[config.mk]
export PLATFORM = sky130hd
export DESIGN_NAME = rc4_prga_flat
export DESIGN_NICKNAME = d
export VERILOG_FILES = /design/src/rtl/rc4_prga_if.sv /design/src/rtl/rc4_prga.sv /design/src/flat_wrapper.sv
export SDC_FILE = /design/constraint.sdc
export NUM_CORES = 1
export LEC_CHECK = 0
export ABC_AREA = 0
export CORE_MARGIN = 2
export CORE_UTILIZATION = 47
export CTS_CLUSTER_DIAMETER = 30
export DETAILED_ROUTE_END_ITERATION = 12
export GPL_TIMING_DRIVEN = 0
export PLACE_DENSITY = 0.74
export RECOVER_POWER = 100
export SETUP_SLACK_MARGIN = 0.1
export SLEW_MARGIN = 20
export SYNTH_ARGS = -nofsm -noshare
export SYNTH_HDL_FRONTEND = slang
export SYNTH_SLANG_ARGS = --single-unit
[constraint.sdc]
create_clock -name clk -period 3.6 [get_ports clk]
set_input_delay 0.36 -clock clk [delete_from_list [all_inputs] [get_ports clk]]
set_output_delay 0.36 -clock clk [all_outputs]
set_load 0.02 [all_outputs]
[src/rtl/rc4_prga_if.sv]
`timescale 1ns/1ps
`default_nettype none
// ============================================================================
//  Module   : rc4_prga_if
//  Purpose  : Bundles the start/ready handshake of the RC4 PRGA stage together
//             with its three memory ports (S memory, ciphertext ROM and
//             plaintext RAM).
//  Modports : master - the PRGA core; drives addresses, write data, write
//                      enables, rdy and bad_char; receives en and read data.
//             slave  - the surrounding top level and memories.
//  Signals  : en, rdy, s_addr/s_rddata/s_wrdata/s_wren,
//             ct_addr/ct_rddata, pt_addr/pt_wrdata/pt_wren, bad_char
//  Revision : 1.0 - initial release
// ============================================================================
interface rc4_prga_if #(
    parameter int MSG_AW = 8
);
    logic              en;
    logic              rdy;
    logic [7:0]        s_addr;
    logic [7:0]        s_rddata;
    logic [7:0]        s_wrdata;
    logic              s_wren;
    logic [MSG_AW-1:0] ct_addr;
    logic [7:0]        ct_rddata;
    logic [MSG_AW-1:0] pt_addr;
    logic [7:0]        pt_wrdata;
    logic              pt_wren;
    logic              bad_char;

    modport master (
        input  en, s_rddata, ct_rddata,
        output rdy, s_addr, s_wrdata, s_wren, ct_addr,
               pt_addr, pt_wrdata, pt_wren, bad_char
    );

    modport slave (
        output en, s_rddata, ct_rddata,
        input  rdy, s_addr, s_wrdata, s_wren, ct_addr,
               pt_addr, pt_wrdata, pt_wren, bad_char
    );
endinterface
`default_nettype wire

[src/rtl/rc4_prga.sv]
`timescale 1ns/1ps
`default_nettype none
// ============================================================================
//  Module   : rc4_prga
//  Purpose  : RC4 pseudo-random generation stage. Reads a length-prefixed
//             ciphertext from CT ROM, runs the RC4 PRGA over the S memory left
//             by the key schedule, and writes the length-prefixed plaintext
//             (ct ^ keystream) to PT RAM. Nine cycles per byte.
//  Ports    : clk   - system clock
//             rst_n - synchronous active-low reset
//             bus   - rc4_prga_if.master (en/rdy handshake, S, CT, PT ports)
//  Options  : PRGA_ASCII_CHECK_EN - when defined, the run stops after the
//             first plaintext byte outside 0x20..0x7E and bad_char is raised
//             until the next accepted start. Undefined: bad_char is tied 0.
//  Revision : 1.0 - initial release
// ============================================================================
module rc4_prga #(
    parameter int MSG_AW = 8
) (
    input  wire logic   clk,
    input  wire logic   rst_n,
    rc4_prga_if.master  bus
);

    // One state per cycle. Every output is registered: the actions listed for
    // a state are loaded on the edge that enters it.
    localparam logic [3:0] c_ST_IDLE     = 4'd0;
    localparam logic [3:0] c_ST_RD_LEN   = 4'd1;
    localparam logic [3:0] c_ST_WAIT_LEN = 4'd2;
    localparam logic [3:0] c_ST_WR_LEN   = 4'd3;
    localparam logic [3:0] c_ST_RD_SI    = 4'd4;
    localparam logic [3:0] c_ST_WAIT_SI  = 4'd5;
    localparam logic [3:0] c_ST_RD_SJ    = 4'd6;
    localparam logic [3:0] c_ST_WAIT_SJ  = 4'd7;
    localparam logic [3:0] c_ST_SW_I     = 4'd8;
    localparam logic [3:0] c_ST_SW_J     = 4'd9;
    localparam logic [3:0] c_ST_RD_PAD   = 4'd10;
    localparam logic [3:0] c_ST_WAIT_PAD = 4'd11;
    localparam logic [3:0] c_ST_WR_PT    = 4'd12;
    localparam logic [3:0] c_ST_DONE     = 4'd13;

    localparam logic [MSG_AW-1:0] c_K_ONE = MSG_AW'(1);

    logic [3:0]        r_state;
    logic [7:0]        r_i;
    logic [7:0]        r_j;
    logic [7:0]        r_si;
    logic [7:0]        r_sj;
    logic [7:0]        r_c;
    logic [MSG_AW-1:0] r_k;
    logic [MSG_AW-1:0] r_len;
    logic              r_rdy;
    logic [7:0]        r_s_addr;
    logic [7:0]        r_s_wrdata;
    logic              r_s_wren;
    logic [MSG_AW-1:0] r_ct_addr;
    logic [MSG_AW-1:0] r_pt_addr;
    logic [7:0]        r_pt_wrdata;
    logic              r_pt_wren;

    logic [7:0]        w_i_next;
    logic [MSG_AW-1:0] w_k_next;
    logic              w_stop_early;

    assign w_i_next = r_i + 8'd1;
    assign w_k_next = r_k + c_K_ONE;

`ifdef PRGA_ASCII_CHECK_EN
    logic r_bad_char;
    // The byte just written in WR_PT is still held in r_pt_wrdata.
    assign w_stop_early = (r_pt_wrdata < 8'h20) || (r_pt_wrdata > 8'h7E);
    assign bus.bad_char = r_bad_char;
`else
    assign w_stop_early = 1'b0;
    assign bus.bad_char = 1'b0;
`endif

    always_ff @(posedge clk) begin
        if (!rst_n) begin
            r_state     <= c_ST_IDLE;
            r_i         <= '0;
            r_j         <= '0;
            r_si        <= '0;
            r_sj        <= '0;
            r_c         <= '0;
            r_k         <= '0;
            r_len       <= '0;
            r_rdy       <= 1'b1;
            r_s_addr    <= '0;
            r_s_wrdata  <= '0;
            r_s_wren    <= 1'b0;
            r_ct_addr   <= '0;
            r_pt_addr   <= '0;
            r_pt_wrdata <= '0;
            r_pt_wren   <= 1'b0;
`ifdef PRGA_ASCII_CHECK_EN
            r_bad_char  <= 1'b0;
`endif
        end else begin
            // Write enables are single-cycle pulses unless a state re-arms them.
            r_s_wren  <= 1'b0;
            r_pt_wren <= 1'b0;
            case (r_state)
                c_ST_IDLE: begin
                    if (bus.en) begin
                        r_rdy     <= 1'b0;
                        r_i       <= '0;
                        r_j       <= '0;
                        r_k       <= '0;
                        r_ct_addr <= '0;
`ifdef PRGA_ASCII_CHECK_EN
                        r_bad_char <= 1'b0;
`endif
                        r_state   <= c_ST_RD_LEN;
                    end
                end
                c_ST_RD_LEN: r_state <= c_ST_WAIT_LEN;
                c_ST_WAIT_LEN: begin
                    r_len       <= MSG_AW'(bus.ct_rddata);
                    r_pt_addr   <= '0;
                    r_pt_wrdata <= bus.ct_rddata;
                    r_pt_wren   <= 1'b1;
                    r_state     <= c_ST_WR_LEN;
                end
                c_ST_WR_LEN: begin
                    if (r_len == '0) begin
                        r_state <= c_ST_DONE;
                    end else begin
                        r_k       <= c_K_ONE;
                        r_i       <= w_i_next;
                        r_s_addr  <= w_i_next;
                        r_ct_addr <= c_K_ONE;
                        r_state   <= c_ST_RD_SI;
                    end
                end
                c_ST_RD_SI: r_state <= c_ST_WAIT_SI;
                c_ST_WAIT_SI: begin
                    r_si     <= bus.s_rddata;
                    r_c      <= bus.ct_rddata;
                    r_j      <= r_j + bus.s_rddata;
                    r_s_addr <= r_j + bus.s_rddata;
                    r_state  <= c_ST_RD_SJ;
                end
                c_ST_RD_SJ: r_state <= c_ST_WAIT_SJ;
                c_ST_WAIT_SJ: begin
                    r_sj       <= bus.s_rddata;
                    r_s_addr   <= r_i;
                    r_s_wrdata <= bus.s_rddata;
                    r_s_wren   <= 1'b1;
                    r_state    <= c_ST_SW_I;
                end
                c_ST_SW_I: begin
                    // When i == j this rewrites the same cell with si, which is
                    // also sj, so the cell ends with its original value.
                    r_s_addr   <= r_j;
                    r_s_wrdata <= r_si;
                    r_s_wren   <= 1'b1;
                    r_state    <= c_ST_SW_J;
                end
                c_ST_SW_J: begin
                    r_s_addr <= r_si + r_sj;
                    r_state  <= c_ST_RD_PAD;
                end
                c_ST_RD_PAD: r_state <= c_ST_WAIT_PAD;
                c_ST_WAIT_PAD: begin
                    r_pt_addr   <= r_k;
                    r_pt_wrdata <= bus.s_rddata ^ r_c;
                    r_pt_wren   <= 1'b1;
                    r_state     <= c_ST_WR_PT;
                end
                c_ST_WR_PT: begin
                    if (r_k == r_len || w_stop_early) begin
`ifdef PRGA_ASCII_CHECK_EN
                        r_bad_char <= w_stop_early;
`endif
                        r_state <= c_ST_DONE;
                    end else begin
                        r_k       <= w_k_next;
                        r_i       <= w_i_next;
                        r_s_addr  <= w_i_next;
                        r_ct_addr <= w_k_next;
                        r_state   <= c_ST_RD_SI;
                    end
                end
                c_ST_DONE: begin
                    r_rdy   <= 1'b1;
                    r_state <= c_ST_IDLE;
                end
                default: begin
                    r_rdy   <= 1'b1;
                    r_state <= c_ST_IDLE;
                end
            endcase
        end
    end

    assign bus.rdy       = r_rdy;
    assign bus.s_addr    = r_s_addr;
    assign bus.s_wrdata  = r_s_wrdata;
    assign bus.s_wren    = r_s_wren;
    assign bus.ct_addr   = r_ct_addr;
    assign bus.pt_addr   = r_pt_addr;
    assign bus.pt_wrdata = r_pt_wrdata;
    assign bus.pt_wren   = r_pt_wren;

endmodule
`default_nettype wire

[src/flat_wrapper.sv]
// flat-port wrapper written by rule: the top's interface ports become plain ports
module rc4_prga_flat 
#(
    parameter int MSG_AW = 8
)
  (clk, rst_n, bus_en, bus_s_rddata, bus_ct_rddata, bus_rdy, bus_s_addr, bus_s_wrdata, bus_s_wren, bus_ct_addr, bus_pt_addr, bus_pt_wrdata, bus_pt_wren, bus_bad_char);
  rc4_prga_if #(.MSG_AW(MSG_AW)) bus_i ();
  input  wire logic clk;
  input  wire logic rst_n;
  input wire logic [$bits(bus_i.en)-1:0] bus_en;
  input wire logic [$bits(bus_i.s_rddata)-1:0] bus_s_rddata;
  input wire logic [$bits(bus_i.ct_rddata)-1:0] bus_ct_rddata;
  output wire logic [$bits(bus_i.rdy)-1:0] bus_rdy;
  output wire logic [$bits(bus_i.s_addr)-1:0] bus_s_addr;
  output wire logic [$bits(bus_i.s_wrdata)-1:0] bus_s_wrdata;
  output wire logic [$bits(bus_i.s_wren)-1:0] bus_s_wren;
  output wire logic [$bits(bus_i.ct_addr)-1:0] bus_ct_addr;
  output wire logic [$bits(bus_i.pt_addr)-1:0] bus_pt_addr;
  output wire logic [$bits(bus_i.pt_wrdata)-1:0] bus_pt_wrdata;
  output wire logic [$bits(bus_i.pt_wren)-1:0] bus_pt_wren;
  output wire logic [$bits(bus_i.bad_char)-1:0] bus_bad_char;
  assign bus_i.en = bus_en;
  assign bus_i.s_rddata = bus_s_rddata;
  assign bus_i.ct_rddata = bus_ct_rddata;
  assign bus_rdy = bus_i.rdy;
  assign bus_s_addr = bus_i.s_addr;
  assign bus_s_wrdata = bus_i.s_wrdata;
  assign bus_s_wren = bus_i.s_wren;
  assign bus_ct_addr = bus_i.ct_addr;
  assign bus_pt_addr = bus_i.pt_addr;
  assign bus_pt_wrdata = bus_i.pt_wrdata;
  assign bus_pt_wren = bus_i.pt_wren;
  assign bus_bad_char = bus_i.bad_char;
  rc4_prga #(.MSG_AW(MSG_AW)) u_core (.clk(clk), .rst_n(rst_n), .bus(bus_i));
endmodule
# Yosys cells after proc, flatten, opt, wreduce, memory -nomap -nowiden
# Cells that the tools add are included.
# totals
register_bits	95
output_inout_bits	44
elab_cells	71
# classes
n_addsub	4
eq_ne	16
muxes	20
n_bitwise	2
reduce_logical	14
# op_table
cell	n
one-hot mux 8 bit (2 select lines)	4
one-hot mux 4 bit (13 select lines)	1
one-hot mux 8 bit (3 select lines)	2
one-hot mux 8 bit (6 select lines)	1
2-to-1 mux 8 bit	5
== test 4 bit (second input constant)	5
adder 8 x 1 -> 8 bit (second input constant)	2
adder 8 bit	2
== test 4 x 3 -> 1 bit (second input constant)	4
2-to-1 mux 4 bit	3
OR reduction 12 bit	1
== test 4 x 2 -> 1 bit (second input constant)	2
== test 8 bit	1
zero test 8 bit	1
bitwise XOR 8 bit	1
inequality test 2 bit (second input constant)	3
nonzero test 2 bit	3
nonzero test 6 bit	1
== test 4 x 1 -> 1 bit (second input constant)	1
zero test 4 bit	1
AND reduction 2 bit	2
AND reduction 4 bit	1
OR reduction 2 bit	2
2-to-1 mux 1 bit	3
4 further kinds	4

# Logic depth before layout (Yosys ltp)
# depth
ltp_word	4
mapped_depth	9
ltp_nobuf	8

# Least setup slack after synthesis
# OpenSTA, ideal clock, no wires.
# synth_timing
kind	input port to flip-flop
from	input bus_s_rddata[0]
to	register u_core.r_s_addr[6] (netlist: u_core.bus.s_addr[6])
setup_time_ns	0.124
arrival_ns	1.904
path_slack_ns	1.571
stages	8
cell_sequence	ha_1 fa_1 a21o_1 o21ba_1 o22ai_1 xnor2_1 a211oi_1 o22ai_1
# synth_between
elab_chain_len	2
# synth_rtl
element	line	text
from (decl)	flat_wrapper.sv:11	input wire logic [$bits(bus_i.s_rddata)-1:0] bus_s_rddata;
adder 8 bit	rc4_prga.sv:141	r_s_addr <= r_j + bus.s_rddata;
one-hot mux 8 bit (6 select lines)	rc4_prga.sv:103	case (r_state)
to (signal assigned)	rc4_prga.sv:141	
to (signal assigned)	rc4_prga.sv:147	r_s_addr <= r_i;
to (signal assigned)	rc4_prga.sv:155	r_s_addr <= r_j;
to (decl)	rc4_prga.sv:53	logic [7:0] r_s_addr;
# Every way passes these cells.
# A chain may end at the register's enable or synchronous reset.

# Final worst setup path
# layout_timing
from	register u_core.r_state[0]
to	register u_core.r_i[5]
# layout_between
elab_chain_len	3
# layout_rtl
element	line	text
from (decl)	rc4_prga.sv:44	logic [3:0] r_state;
from (signal assigned)	rc4_prga.sv:80	r_state <= c_ST_IDLE;
from (signal assigned)	rc4_prga.sv:114	r_state <= c_ST_RD_LEN;
from (signal assigned)	rc4_prga.sv:117	c_ST_RD_LEN: r_state <= c_ST_WAIT_LEN;
== test 4 bit (tied with other cells)	rc4_prga.sv:103	
inequality test 2 bit (no source line) or nonzero test 3 bit (tied branches)	-	
AND reduction 4 bit (no source line)	-	
to (signal assigned)	rc4_prga.sv:130	r_i <= w_i_next;
to (signal assigned)	rc4_prga.sv:179	r_i <= w_i_next;
to (decl)	rc4_prga.sv:45	logic [7:0] r_i;
# Parallel ways exist; a longest one is shown, timed or not.

==> results.yml <==
outcome:
  run_status: "completed"
pwr:
  irDropWorstVdd_uv: 217
  power-per-cell-area_nw_per_um2: 386
  post-layout-total-power_mw: 2.21
  p_leak_nw: 2.20
die:
  width_of_the_die_um: 105
  boundaryPins: 63
  initial_cell_density_of_the_core_pct: 48.9
  coreArea_um2: 9820
  placement_rows: 36
  die-area_um2: 11000
  chip_height_um: 105
drt:
  first_iter_violations: 291
  detail_route.vias_per_cell: 5.66
  routed_wirelength_mm: 13.2
  drt_pass1_iterations: 5
  route.detailed.drc: 0
  wl_per_cell_um: 16.5
  dr_total_vias: 4548
  drt.antenna.violating_nets: 0
critical_path:
  timing.setup.critical_path_class: "reg -> reg"
  reg2reg_slack_ns: 0.74
  timing.critical_path.from_type: "flop"
  setup.worst_path.end_class: "flop"
  worst_ep_arrival_time_ns: 3.14
  critPathRequiredTime_ns: 3.88
  crit_path_max_fanout: 10
finish:
  final_common_cell: "sky130_fd_sc_hd__nand2_1"
  final_cell_mix: "sky130_fd_sc_hd__nand2_1 (117), sky130_fd_sc_hd__dfxtp_1 (95), sky130_fd_sc_hd__nor2_1 (56), sky130_fd_sc_hd__a21oi_1 (56), sky130_fd_sc_hd__dlygate4sd3_1 (45)"
  post_route_cells_drive_above_1_share_pct: 3.73
  nets: 703
  fill_cells: 967
  insertedDiodeCount: 0
  area_delta_synth_final_pct: 19.3
  layoutNonFillerInstCount: 804
placement:
  gpl.final_weighted_congestion: 0.891
  dpl.cell_count: 788
  dpl.hpwl_mm: 9.67
  port_buffers: 61
clock_network:
  cts.root.buffer_cell: "sky130_fd_sc_hd__clkbuf_8"
  tritoncts.num_buffers: 9
  cts_resized: 0
  cts_setup_buffers: 0
  cts_max_level: 3
  clk-insertion-delay-late_ns: 0.37
  numClockSinks: 95
  clock_tree_from_tritoncts: "yes"
  worst_setup_hold_path_clk_slew_ns: 0.09
  max-clock-path-buffers: 2
  post_cts_hold_buffer_count: 0
timing:
  hold_violations: 0
  setup-tns-final_ns: 0
  timing.max_slew.rel_slack_pct: 34.8
  setup_viol: 0
  worst-slew-pin-transition_ns: 0.964
  finalCritPeriodShare_pct: 79.5
  period_minus_ws_final_ns: 2.86
  rsz0062_at_grt: "false"
  final-max-slew-violation-count: 0
  clock.fmax_ghz: 0.349
  skew_ns: 0.0111
synthesis:
  seq_area_frac_synth_pct: 39.6
  synth-main-ff-cell: "sky130_fd_sc_hd__dfxtp_1"
  synth.largest_area_cell: "sky130_fd_sc_hd__dfxtp_1"
  syn_inst: 594
  number_of_synthesized_flops_with_an_enable_pin: 0
  synth_area_leaders: "sky130_fd_sc_hd__dfxtp_1 (40%), sky130_fd_sc_hd__nand2_1 (9.2%), sky130_fd_sc_hd__a21oi_1 (5.8%), sky130_fd_sc_hd__nor2_1 (4.3%), sky130_fd_sc_hd__ha_1 (4.2%)"
  postSynth.asyncResetShare_pct: 0
  ys.warnings.count: 0
  post_synth_instance_area_um2: 4800
  mappedNetlistNets: 631
  synth_top_area_share_pct: 39.6
  synth-seq-cells: 95
  synth.avg_cell_area_um2: 8.08
  netlist-cell-type-count: 62
grt:
  initial_antenna_violation_count: 0
  grt_overflow: 0
  grt_pass1_wl_mm: 21.2
  grt_use_total_pct: 23.7
  first_global_vias: 4179
  grt_start_max_net_pins: 18
hold_path:
  min-delay-path-class: "reg -> reg"
flow_run:
  timing.max_cap.violations: 0
## cells by family (layout without fill, tap and decap cells)
logic type | count (synthesis) | count (layout) | synth area share, %
xor gates and xnor gates | 39 | 39 | 7.12
muxes | 1 | 1 | 0.209
AOI/OAI and AO/OA | 151 | 151 | 19.5
and+or+nand+nor | 246 | 246 | 24.5
DFF | 95 | 95 | 39.6
adders and majority gates | 18 | 18 | 5.01
other | 1 | 1 | 0.0782
buffers and inverters | 43 | 120 | 3.86
## final timing paths
kind | from | end | cells after the start
worst min-delay path | u_core.r_sj[6]$_SDFFE_PN0N_ | u_core.r_sj[6]$_SDFFE_PN0N_ | 2
worst min register to register | u_core.r_sj[6]$_SDFFE_PN0N_ | u_core.r_sj[6]$_SDFFE_PN0N_ | 2
worst max register to register | u_core.r_state[0]$_SDFFE_PN0N_ | u_core.r_i[5]$_SDFFE_PN0P_ | 9
worst max-delay path | u_core.r_state[0]$_SDFFE_PN0N_ | u_core.r_i[5]$_SDFFE_PN0P_ | 9
## per-layer routing
metal  part of all wire (%)  routed length, um  track usage (%)  vias to the layer above
met3                    5.9                784             3.68                       21
met2                     47               6180             38.9                      151
met4                    1.5                200             6.95                        0
li1                       -                  -                -                     2230
met1                     46               6060             32.3                     2146
met5                      0                  0                0                        -
## layout make-up
cell class	instances	area, um^2	share of cell area [%]
Multi-Input combinational cell	456	2700	47.1
Sequential cell	95	1900	33.2
Timing Repair Buffer	61	611	10.7
Tap cell	133	166	2.91
Buffer	35	138	2.41
Clock buffer	9	124	2.16
Clock inverter	7	55.1	0.962
Inverter	8	30.0	0.525
## critical path, stage by stage (launching register included)
cell and delay, ns:
sky130_fd_sc_hd__dfxtp_1 0.32, sky130_fd_sc_hd__clkbuf_1 0.30, sky130_fd_sc_hd__and4bb_1 0.32, sky130_fd_sc_hd__nor2_1 0.14, sky130_fd_sc_hd__a21o_1 0.18, sky130_fd_sc_hd__clkbuf_1 0.23, sky130_fd_sc_hd__nor2_1 0.61, sky130_fd_sc_hd__clkbuf_1 0.46
sky130_fd_sc_hd__nand3_1 0.12, sky130_fd_sc_hd__o21ai_0 0.11
## power by group
group / leakage [nW] / internal (mW) / switching, mW / total (mW)
Clock: 0.0866 / 0.259 / 0.408 / 0.667
Sequential: 0.768 / 1.09 / 0.0352 / 1.13
Combinational: 1.34 / 0.154 / 0.261 / 0.414
Total: 2.20 / 1.50 / 0.704 / 2.21
## cell usage after synthesis (all sizes together), types with 3 or more instances
| master | n |
|---|---|
| nor3b | 3 |
| o22ai | 6 |
| nor4 | 6 |
| dfxtp | 95 |
| nor2b | 6 |
| xnor2 | 22 |
| nand3 | 12 |
| xor2 | 17 |
| and3 | 8 |
| nand2 | 117 |
| ha | 16 |
| nand2b | 4 |
| a22oi | 14 |
| nand4 | 3 |
| nor3 | 10 |
| inv | 8 |
| or2 | 3 |
| a31oi | 17 |
| nand3b | 6 |
| o21ai | 25 |
| buf | 14 |
| a31o | 3 |
| a21oi | 56 |
| clkbuf | 21 |
| nor4b | 4 |
| a211oi | 5 |
| nor2 | 56 |
## stage by stage
step	utilization (%)	worst slack (ns)	hold slack (ns)	cell area [um^2]
floorplan	-	1.57	0.441	4800
global placement	56.8	0.676	0.448	5570
detailed placement	56.8	0.642	0.452	5570
CTS	58.6	1.01	0.466	5750
global route	58.3	0.525	0.492	5720
finish	58.3	0.738	0.465	5720
Power figures use the tool's default switching activity.
